==> config.mk <==
export PLATFORM = sky130hd
export DESIGN_NAME = victory_checker_param
export DESIGN_NICKNAME = d
export VERILOG_FILES = /design/src/rtl/victory_checker_param.sv
export SDC_FILE = /design/constraint.sdc
export NUM_CORES = 1
export LEC_CHECK = 0
export BUFFER_PORTS_ARGS = -buffer_cell sky130_fd_sc_hd__buf_4
export CAP_MARGIN = 20
export CORE_MARGIN = 2
export CORE_UTILIZATION = 29
export DETAILED_ROUTE_END_ITERATION = 16
export HOLD_SLACK_MARGIN = 0.03
export PLACE_DENSITY_LB_ADDON = 0.3
export SETUP_SLACK_MARGIN = 0.05
export SYNTH_ARGS = -nofsm -noshare
export SYNTH_HDL_FRONTEND = slang
export SYNTH_SLANG_ARGS = --single-unit
==> constraint.sdc <==
create_clock -name clk -period 7.85 [get_ports clk]
set_clock_uncertainty 0.1 [all_clocks]
set_input_delay 1.57 -clock clk [delete_from_list [all_inputs] [get_ports clk]]
set_output_delay 1.57 -clock clk [all_outputs]
set_load 0.02 [all_outputs]
==> src/rtl/victory_checker_param.sv <==
`default_nettype none
// ============================================================================
//  Module      : victory_checker_param
//  Description : Parametrised connect-N victory checker. Walks outward from
//                the cell just played along four axes, counting same-colour
//                pieces through one synchronous-read board port.
//  Revision    : 1.0 - initial release
// ============================================================================
module victory_checker_param #(
    parameter int ROWS    = 6,
    parameter int COLS    = 7,
    parameter int WIN_LEN = 4,
    parameter int ROW_W   = 3,
    parameter int COL_W   = 3
) (
    input  logic             clk,
    input  logic             rst,
    input  logic             start,
    input  logic [ROW_W-1:0] move_row,
    input  logic [COL_W-1:0] move_col,
    input  logic [1:0]       data_in,
    output logic [ROW_W-1:0] rd_row,
    output logic [COL_W-1:0] rd_col,
    output logic             busy,
    output logic             done,
    output logic [1:0]       winner,
    output logic [1:0]       win_axis,
    output logic             bad_move
);

    localparam int c_CNT_W = $clog2(WIN_LEN + 1);
    localparam int c_RC_W  = (ROW_W > COL_W) ? ROW_W : COL_W;
    // Signed target width leaves headroom so origin +/- k can never alias on-board.
    localparam int c_TGT_W = ((c_RC_W > c_CNT_W) ? c_RC_W : c_CNT_W) + 2;

    localparam logic [2:0] c_S_IDLE   = 3'd0;
    localparam logic [2:0] c_S_ORG_RD = 3'd1;
    localparam logic [2:0] c_S_ORG_CK = 3'd2;
    localparam logic [2:0] c_S_STEP   = 3'd3;
    localparam logic [2:0] c_S_ADDR   = 3'd4;
    localparam logic [2:0] c_S_PROBE  = 3'd5;
    localparam logic [2:0] c_S_DONE   = 3'd6;

    logic [2:0]         r_state,    w_state_nxt;
    logic [ROW_W-1:0]   r_move_row, w_move_row_nxt;
    logic [COL_W-1:0]   r_move_col, w_move_col_nxt;
    logic [1:0]         r_player,   w_player_nxt;
    logic [1:0]         r_axis,     w_axis_nxt;
    logic               r_dir_neg,  w_dir_neg_nxt;
    logic [c_CNT_W-1:0] r_k,        w_k_nxt;
    logic [c_CNT_W-1:0] r_count,    w_count_nxt;
    logic [ROW_W-1:0]   r_rd_row,   w_rd_row_nxt;
    logic [COL_W-1:0]   r_rd_col,   w_rd_col_nxt;
    logic               r_busy,     w_busy_nxt;
    logic               r_done,     w_done_nxt;
    logic [1:0]         r_winner,   w_winner_nxt;
    logic [1:0]         r_win_axis, w_win_axis_nxt;
    logic               r_bad_move, w_bad_move_nxt;

    logic signed [c_TGT_W-1:0] w_k_s, w_org_r, w_org_c;
    logic signed [c_TGT_W-1:0] w_off_r, w_off_c, w_tgt_r, w_tgt_c;
    logic                      w_tgt_ok;
    logic                      w_sw_last;
    logic [1:0]                w_sw_axis;
    logic [c_CNT_W-1:0]        w_sw_count;
    logic [c_CNT_W-1:0]        w_cnt_inc;
    logic                      w_move_oob;

    assign w_k_s   = $signed(c_TGT_W'(r_k));
    assign w_org_r = $signed(c_TGT_W'(r_move_row));
    assign w_org_c = $signed(c_TGT_W'(r_move_col));

    // Axis deltas: 0 (+1,0), 1 (0,+1), 2 (+1,+1), 3 (+1,-1); dir_neg negates both.
    assign w_off_r = (r_axis == 2'd1) ? '0 : (r_dir_neg ? -w_k_s : w_k_s);
    assign w_off_c = (r_axis == 2'd0) ? '0 :
                     (r_axis == 2'd3) ? (r_dir_neg ? w_k_s : -w_k_s) :
                                        (r_dir_neg ? -w_k_s : w_k_s);
    assign w_tgt_r = w_org_r + w_off_r;
    assign w_tgt_c = w_org_c + w_off_c;

    assign w_tgt_ok = !w_tgt_r[c_TGT_W-1] && (w_tgt_r < $signed(c_TGT_W'(ROWS)))
                   && !w_tgt_c[c_TGT_W-1] && (w_tgt_c < $signed(c_TGT_W'(COLS)))
                   && (32'(r_k) <= WIN_LEN - 1);

    assign w_sw_last  = r_dir_neg && (r_axis == 2'd3);
    assign w_sw_axis  = r_dir_neg ? r_axis + 2'd1 : r_axis;
    assign w_sw_count = r_dir_neg ? c_CNT_W'(1) : r_count;
    assign w_cnt_inc  = r_count + c_CNT_W'(1);
    assign w_move_oob = (32'(r_move_row) >= ROWS) || (32'(r_move_col) >= COLS);

    always_comb begin
        w_state_nxt    = r_state;
        w_move_row_nxt = r_move_row;
        w_move_col_nxt = r_move_col;
        w_player_nxt   = r_player;
        w_axis_nxt     = r_axis;
        w_dir_neg_nxt  = r_dir_neg;
        w_k_nxt        = r_k;
        w_count_nxt    = r_count;
        w_rd_row_nxt   = r_rd_row;
        w_rd_col_nxt   = r_rd_col;
        w_winner_nxt   = r_winner;
        w_win_axis_nxt = r_win_axis;
        w_bad_move_nxt = r_bad_move;

        case (r_state)
            c_S_IDLE: begin
                if (start) begin
                    w_move_row_nxt = move_row;
                    w_move_col_nxt = move_col;
                    w_rd_row_nxt   = move_row;
                    w_rd_col_nxt   = move_col;
                    w_winner_nxt   = 2'b00;
                    w_win_axis_nxt = 2'b00;
                    w_bad_move_nxt = 1'b0;
                    w_state_nxt    = c_S_ORG_RD;
                end
            end
            c_S_ORG_RD: w_state_nxt = c_S_ORG_CK;
            c_S_ORG_CK: begin
                if (w_move_oob) begin
                    w_bad_move_nxt = 1'b1;
                    w_state_nxt    = c_S_DONE;
                end else if (data_in == 2'b00 || data_in == 2'b11) begin
                    w_state_nxt = c_S_DONE;
                end else begin
                    w_player_nxt  = data_in;
                    w_axis_nxt    = 2'd0;
                    w_dir_neg_nxt = 1'b0;
                    w_k_nxt       = c_CNT_W'(1);
                    w_count_nxt   = c_CNT_W'(1);
                    w_state_nxt   = c_S_STEP;
                end
            end
            c_S_STEP: begin
                if (w_tgt_ok) begin
                    w_rd_row_nxt = w_tgt_r[ROW_W-1:0];
                    w_rd_col_nxt = w_tgt_c[COL_W-1:0];
                    w_state_nxt  = c_S_ADDR;
                end else begin
                    w_dir_neg_nxt = ~r_dir_neg;
                    w_axis_nxt    = w_sw_axis;
                    w_k_nxt       = c_CNT_W'(1);
                    w_count_nxt   = w_sw_count;
                    w_state_nxt   = w_sw_last ? c_S_DONE : c_S_STEP;
                end
            end
            c_S_ADDR: w_state_nxt = c_S_PROBE;
            c_S_PROBE: begin
                if (data_in == r_player) begin
                    w_count_nxt = w_cnt_inc;
                    w_k_nxt     = r_k + c_CNT_W'(1);
                    if (32'(w_cnt_inc) >= WIN_LEN) begin
                        w_winner_nxt   = r_player;
                        w_win_axis_nxt = r_axis;
                        w_state_nxt    = c_S_DONE;
                    end else begin
                        w_state_nxt = c_S_STEP;
                    end
                end else begin
                    w_dir_neg_nxt = ~r_dir_neg;
                    w_axis_nxt    = w_sw_axis;
                    w_k_nxt       = c_CNT_W'(1);
                    w_count_nxt   = w_sw_count;
                    w_state_nxt   = w_sw_last ? c_S_DONE : c_S_STEP;
                end
            end
            c_S_DONE: w_state_nxt = c_S_IDLE;
            default:  w_state_nxt = c_S_IDLE;
        endcase

        w_busy_nxt = (w_state_nxt != c_S_IDLE);
        w_done_nxt = (w_state_nxt == c_S_DONE);
    end

    always_ff @(posedge clk) begin
        if (rst) begin
            r_state    <= c_S_IDLE;
            r_move_row <= '0;
            r_move_col <= '0;
            r_player   <= '0;
            r_axis     <= '0;
            r_dir_neg  <= 1'b0;
            r_k        <= '0;
            r_count    <= '0;
            r_rd_row   <= '0;
            r_rd_col   <= '0;
            r_busy     <= 1'b0;
            r_done     <= 1'b0;
            r_winner   <= '0;
            r_win_axis <= '0;
            r_bad_move <= 1'b0;
        end else begin
            r_state    <= w_state_nxt;
            r_move_row <= w_move_row_nxt;
            r_move_col <= w_move_col_nxt;
            r_player   <= w_player_nxt;
            r_axis     <= w_axis_nxt;
            r_dir_neg  <= w_dir_neg_nxt;
            r_k        <= w_k_nxt;
            r_count    <= w_count_nxt;
            r_rd_row   <= w_rd_row_nxt;
            r_rd_col   <= w_rd_col_nxt;
            r_busy     <= w_busy_nxt;
            r_done     <= w_done_nxt;
            r_winner   <= w_winner_nxt;
            r_win_axis <= w_win_axis_nxt;
            r_bad_move <= w_bad_move_nxt;
        end
    end

    assign rd_row   = r_rd_row;
    assign rd_col   = r_rd_col;
    assign busy     = r_busy;
    assign done     = r_done;
    assign winner   = r_winner;
    assign win_axis = r_win_axis;
    assign bad_move = r_bad_move;

endmodule
`default_nettype wire

After elaboration in Yosys (flattened, before gate mapping)

Index checks and enable logic that the tools add are counted.

Bits in registers: 33
Input port bits: 11
Output and inout bits: 13
Word-level logic and storage cells: 122

Add/sub/neg operators: 6
$lt $le $gt $ge: 6
Eq/ne operators: 19
Muxes and demuxes: 49
Bitwise gates (word level): 3
Reduce and logical (&&, ||, !) cells: 24

Operator list:

| kind                  | number |
|---|---|
| $mux W3               | 18 |
| $mux W5               | 5 |
| $mux W2               | 10 |
| $ne A2 B2 Y1 const B  | 9 |
| $pmux W3 S3           | 2 |
| $pmux W3 S6           | 1 |
| $pmux W3 S2           | 2 |
| $add A4 B5 Y5         | 2 |
| $lt A5 B4 Y1 const B  | 2 |
| $eq A3 B3 Y1 const B  | 3 |
| $ge A3 B3 Y1 const B  | 3 |
| $reduce_and A3 Y1     | 3 |
| $pmux W2 S2           | 2 |
| $reduce_and A4 Y1     | 2 |
| $add A3 B1 Y3 const B | 2 |
| $eq A3 B2 Y1 const B  | 2 |
| $mux W1               | 6 |
| $pmux W2 S3           | 1 |
| $reduce_bool A2 Y1    | 3 |
| $reduce_bool A3 Y1    | 2 |
| $logic_and A1 B1 Y1   | 5 |
| $neg A3 Y5            | 1 |
| $reduce_and A5 Y1     | 1 |
| $eq A2 B2 Y1 const B  | 2 |
| 13 further kinds      | 18 |

Longest topological paths before layout

Depth in word-level cells: 12
Mapped depth: 13
Mapped depth without buffers: 12

Worst setup path after synthesis

No wires, ideal clock.

Path kind: reg-to-reg
Start point: reg r_axis[0]
End point: reg r_busy, in the netlist busy
Setup time: 0.127 ns
Arrival time: 2.955 ns
Data required time: 7.623 ns
Slack: 4.668 ns
Stages on the path, launching flop included: 14
Cells stage by stage: dfxtp_1 > ha_1 > xor2_4 > nor2_1 > a21oi_1 > nor2_1 > fa_1 > a21oi_1 > xor2_1 > or4_4 > a211oi_2 > buf_6 > o22ai_2 > or3_1

Longest elaborated chain between the ends: 11
Elaborated cells on any way between the ends: 22

RTL lines:

| element                                                 | line       | source |
|---|---|---|
| start, declared                                         | 48         | `logic [1:0] r_axis, w_axis_nxt;` |
| start signal, assigned                                  | 198        | `r_axis <= w_axis_nxt;` |
| $eq A2 B1 Y1 or $eq A2 B2 Y1 (tied branches)            | 74, 76, 85 |  |
| $mux W5 (on tied branches)                              | 74, 76     |  |
| $add A4 B5 Y5 or $mux W5 (tied branches)                | 78, 75     |  |
| $lt A5 B4 Y1 (tied with other cells)                    | 81         | `assign w_tgt_ok = !w_tgt_r[c_TGT_W-1] && (w_tgt_r < $signed(c_TGT_W'(ROWS)))` |
| $logic_and A1 B1 Y1 or $logic_not A1 Y1 (tied branches) | 81, 82     |  |
| $logic_and A1 B1 Y1 (2 in series)                       | 82         | `&& !w_tgt_c[c_TGT_W-1] && (w_tgt_c < $signed(c_TGT_W'(COLS)))` |
| $logic_and A1 B1 Y1                                     | 83         | `&& (32'(r_k) <= WIN_LEN - 1);` |
| $mux W3                                                 | 136        | `if (w_tgt_ok) begin` |
| $pmux W3 S6 *                                           | 106        | `case (r_state)` |
| $reduce_bool A3 Y1 *                                    | 172        | `w_busy_nxt = (w_state_nxt != c_S_IDLE);` |
| end signal, assigned                                    | 204        | `r_busy <= w_busy_nxt;` |
| end, declared                                           | 54         | `logic r_busy, w_busy_nxt;` |

Mark *: on every way between the ends. The rest lies on a longest branch, timed or not.
A chain may end at the register's enable or synchronous reset.

Final worst setup path

Start point: reg r_axis[0]
End point: reg r_k[1]

Longest elaborated chain between the ends: 10
Elaborated cells on any way between the ends: 18

RTL lines:

| element                                                 | line   | source |
|---|---|---|
| $eq A2 B1 Y1 or $eq A2 B2 Y1 (tied branches)            | 74, 76 |  |
| $mux W5 (on tied branches)                              | 74, 76 |  |
| $add A4 B5 Y5 or $mux W5 (tied branches)                | 78, 75 |  |
| $lt A5 B4 Y1 (tied with other cells)                    | 81     |  |
| $logic_and A1 B1 Y1 or $logic_not A1 Y1 (tied branches) | 81, 82 |  |
| $logic_and A1 B1 Y1                                     | 82     |  |
| $logic_and A1 B1 Y1 *                                   | 82     |  |
| $logic_and A1 B1 Y1 *                                   | 83     |  |
| $ne A2 B2 Y1 (no line) *                                | --     |  |
| $reduce_and A4 Y1 (no line) *                           | --     |  |
| end signal, assigned                                    | 200    | `r_k <= w_k_nxt;` |
| end, declared                                           | 50     | `logic [c_CNT_W-1:0] r_k, w_k_nxt;` |

Marks and branches as above.

==> metrics.md <==
| Metric | Value |
|---|---|
| Worst EP arrival | 4.04 ns |
| Port Buffer Count | 23 |
| Worst Hold Depth | 2 |
| Crit path largest cell delay | 0.77 ns |
| Clk pin slew, worst setup/hold paths | 0.08 ns |
| Vias per cell | 5.13 |
| Latest clock arrival within the worst-skew pair | 0.29 ns |
| Clk network pwr share | 35.5% |
| Reg area | 661 um2 |
| Area leader, netlist | dfxtp_1 |
| Comb power frac | 22.4% |
| Ant. Diodes | 0 |
| Footprint of the multi-input gates | 1310 um2 |
| Asr flop ratio synth | 0% |
| FF-to-FF path depth | 12 |
| Total Power | 0.000466 W |
| Pin count of the biggest net entering global routing | 31 |
| Worst slew margin | 38.1% |
| Initial DRC count | 139 |
| Net Sw Frac | 31.7% |
| Max Fanout on Critical Path | 11 |
| GRT Overall Usage | 14.5% |
| Nets | 296 |
| Worst Setup End Kind | register |
| Slowest-stage cell, CP | a211oi_2 |
| Routed Antenna Nets | 0 |
| CP startpoint | r_axis[0]$_SDFFE_PP0P_ |
| Die Y | 88.3 um |
| Reg power frac | 42.1% |
| Period minus WS final | 3.94 ns |
| Avg Inst Size Synth | 8.28 um2 |
| Hold Buf Count CTS | 0 |
| CP startpoint kind | register |
| Drt drc | 0 |
| Worst slew pin tran | 0.927 ns |
| Vias post-DR | 1878 |
| Hold EP | r_move_row[0]$_SDFFE_PP0P_ |
| Die width | 88.3 um |
| PD cells | 192 nW/um2 |
| Largest family of logic cells by synthesized area | compound AO/OA/AOI/OAI gates |
| Setup bufs post-CTS | 0 |
| Initial antenna violation count | 0 |
| Htree depth | 2 |
| Sequential share of the synthesized area | 32.1% |
| Die footprint | 7800 um2 |
| I/O pin count | 24 |
| Setup tns final | 0 ns |
| YS warnings | 0 |
| Synth top area cells | dfxtp_1 (32%), ha_1 (8.5%), nand2_1 (6.0%) |
| Max-slew violations | 0 |
| Net count after synthesis | 276 |
| RePlAce Congestion | 0.856 |
| Final Cycle Share | 50.2% |
| Area growth, synth to finish | 17.6% |
| Crit path max-delay family | compound AO/OA/AOI/OAI gates |
| Reg2reg end | r_k[1]$_SDFFE_PP0P_ |
| Floorplan row count | 30 |
| Net switching power | 0.000148 W |
| Starting Density | 30.2% |
| Fillers | 740 |
| Area fraction of the dominant cell type after synthesis | 32.1% |
| Adder-cell area share of the yosys netlist | 10.4% |
| Synth Area in Simple Gates | 19.4% |
| Flop2flop setup slack | 3.91 ns |
| Grt ovf | 0 |
| Xor-xnor portion of the synthesized cell area | 4.74% |
| Sink Count | 33 |
| Synth Area in Compound Gates | 26.0% |
| Kind of critical path | register to register |
| Hold Fails Final Rpt | 0 |
| Non-Filler Cell Area, Final | 2420 um2 |
| DRT Wirelength | 5370 um |
| Crit path cell chain | ha_1 > xor2_4 > nor2_1 > a21oi_1 > nor2_1 > fa_1 > a21oi_1 > xor2_1 > or4_4 > a211oi_2 > a21boi_1 > o32ai_1 |
| Buf/Inv on CP | 0 |
| Leakage | 0.960 nW |
| Worst Min Path Start | r_move_row[0]$_SDFFE_PP0P_ |
| CTS tree | yes |
| Synth Register Bits | 33 |
| Vias in the first global route | 1789 |
| Peak supply drop | 0.106 mV |
| DP Area | 2300 um2 |
| Root Buffer | clkbuf_8 |
| Outcome | finished clean |
| Share of cells above drive strength 1 | 15.9% |
| Post-CTS sizing | 0 |
| RR Startpoint | r_axis[0]$_SDFFE_PP0P_ |
| Final setup vio count | 0 |
| Tightest Hold Check Type | register to register |
| Core area | 6830 um2 |
| Bufs on Longest Clock Path | 2 |
| Post-DP HPWL | 3870 um |
| Int Power | 0.000318 W |
| Top_reg_cell synth | dfxtp_1 |
| First-pass GRT wire length | 8760 um |
| Fmax achieved | 254 MHz |
| Required time of the critical path | 7.95 ns |
| Cell variety after synth | 50 |
| Routed wire per std cell | 14.7 um |
| MaxCap Viol Count | 0 |
| Mapped Cells | 249 |
| Post-synthesis cell area | 2060 um2 |
| Post-synthesis mux area share | 3.04% |
| Post-synth EDFFs | 0 |
| TritonRoute pass-1 iters | 4 |
| Cts bufs inserted | 5 |
| Unrepaired setup endpoints after global routing | no |
## flip-flops by register name (all words and copies together), names as in the netlist, 2 cells and up
signal,count
r_move_col,3
r_state,3
rd_row,3
r_axis,2
win_axis,2
r_count,3
winner,2
rd_col,3
r_move_row,3
r_k,3
r_player,2
## layout make-up
cell class	count	share of cell area, %
multi-input cells	196	54.1
flip-flops and latches	33	27.3
repair buffers	25	7.74
well taps	96	4.96
clock buffers	5	2.84
clock inverters	3	1.91
inverters	8	1.24
## power groups by stage
stage,registers [W],clock network [W],logic [W]
detailed placement,0.000200,0,0.000104
global route,0.000199,0.000178,0.000115
finish,0.000196,0.000165,0.000105
floorplan,0.000200,0,0.0000698
CTS,0.000196,0.000170,0.000104
global placement,0.000200,0,0.000104
## tightest hold or removal path, cell delays in order, from the launching register on
cell	delay (ns)
dfxtp_1	0.32
nand2_1	0.05
a21oi_1	0.05
## worst max path at each step
stage                              end  slack, ns  cells after the start
4_1_cts            r_k[1]$_SDFFE_PP0P_       3.95                     12
3_5_place_dp   r_count[0]$_SDFFE_PP0P_       3.96                     12
2_1_floorplan          busy$_SDFF_PP0_       4.67                     13
6_report           r_k[1]$_SDFFE_PP0P_       3.91                     12
3_3_place_gp   r_count[0]$_SDFFE_PP0P_       4.05                     12
5_1_grt            r_k[1]$_SDFFE_PP0P_       3.66                     12
## Yosys cell counts, types with 4 or more instances
cell and count:
a22oi_1 4, ha_1 14, a31oi_1 4, nor3_1 6, inv_1 7, a211oi_1 8
nand2b_1 4, nand2_1 33, clkbuf_1 10, xnor2_1 4, xor2_1 4, a311oi_1 5
mux2i_1 4, dfxtp_1 33, a21oi_1 22, nor2_1 31, o21ai_0 5
## per-stage QoR
step                      hold slack (ns)  util, %  std cells  setup slack [ns]
after global routing                0.384     35.5        366              3.66
final                               0.368     35.5        366              3.91
after floorplan                     0.341        -        249              4.67
after detailed placement            0.359     33.7        357              3.96
after global placement              0.353     33.7        357              4.05
after CTS                           0.370     35.4        365              3.95
## cell usage in the layout (no fill, tap or decap), types with 2 or more instances in the layout
master	synthesis	final
nor2_1	31	31
buf_4	0	25
o41ai_1	2	2
fa_1	2	2
a211oi_1	8	8
a31oi_1	4	4
o32ai_1	2	2
a311oi_1	5	5
o21ai_0	5	5
a22oi_1	4	4
o31ai_1	3	3
ha_1	14	14
dfxtp_1	33	33
mux2_2	2	2
nor3_1	6	6
or3_1	3	3
a21o_1	3	3
inv_1	7	7
a21oi_1	22	22
clkbuf_8	0	5
nand2_1	33	33
xnor2_1	4	4
nand3_1	3	3
nor2b_1	3	3
mux2i_1	4	4
o2111ai_1	3	3
nand2b_1	4	4
xor2_1	4	4
or2_2	2	2
## per-layer routing
metal  part of all wire [%]  track usage (%)  up-vias  routed length [um]
met5                      0                0        -                   0
met4                    2.2             5.37        0                 119
met3                    4.5             3.08       11                 241
met2                     44             21.7       39                2370
met1                     49             20.5      882                2640
li1                       -                -      946                   -
## kinds of logic (layout without fill, tap and decap cells)
group                    count (synthesis)  count (layout)
buffers and inverters                   20              41
adder cells (fa/ha/maj)                 16              16
multiplexers                             6               6
flip-flops                              33              33
XOR/XNOR                                 9               9
AND/OR/NAND/NOR                         90              90
AO/OA/AOI/OAI                           75              75
(Power assumes the default switching activity.)
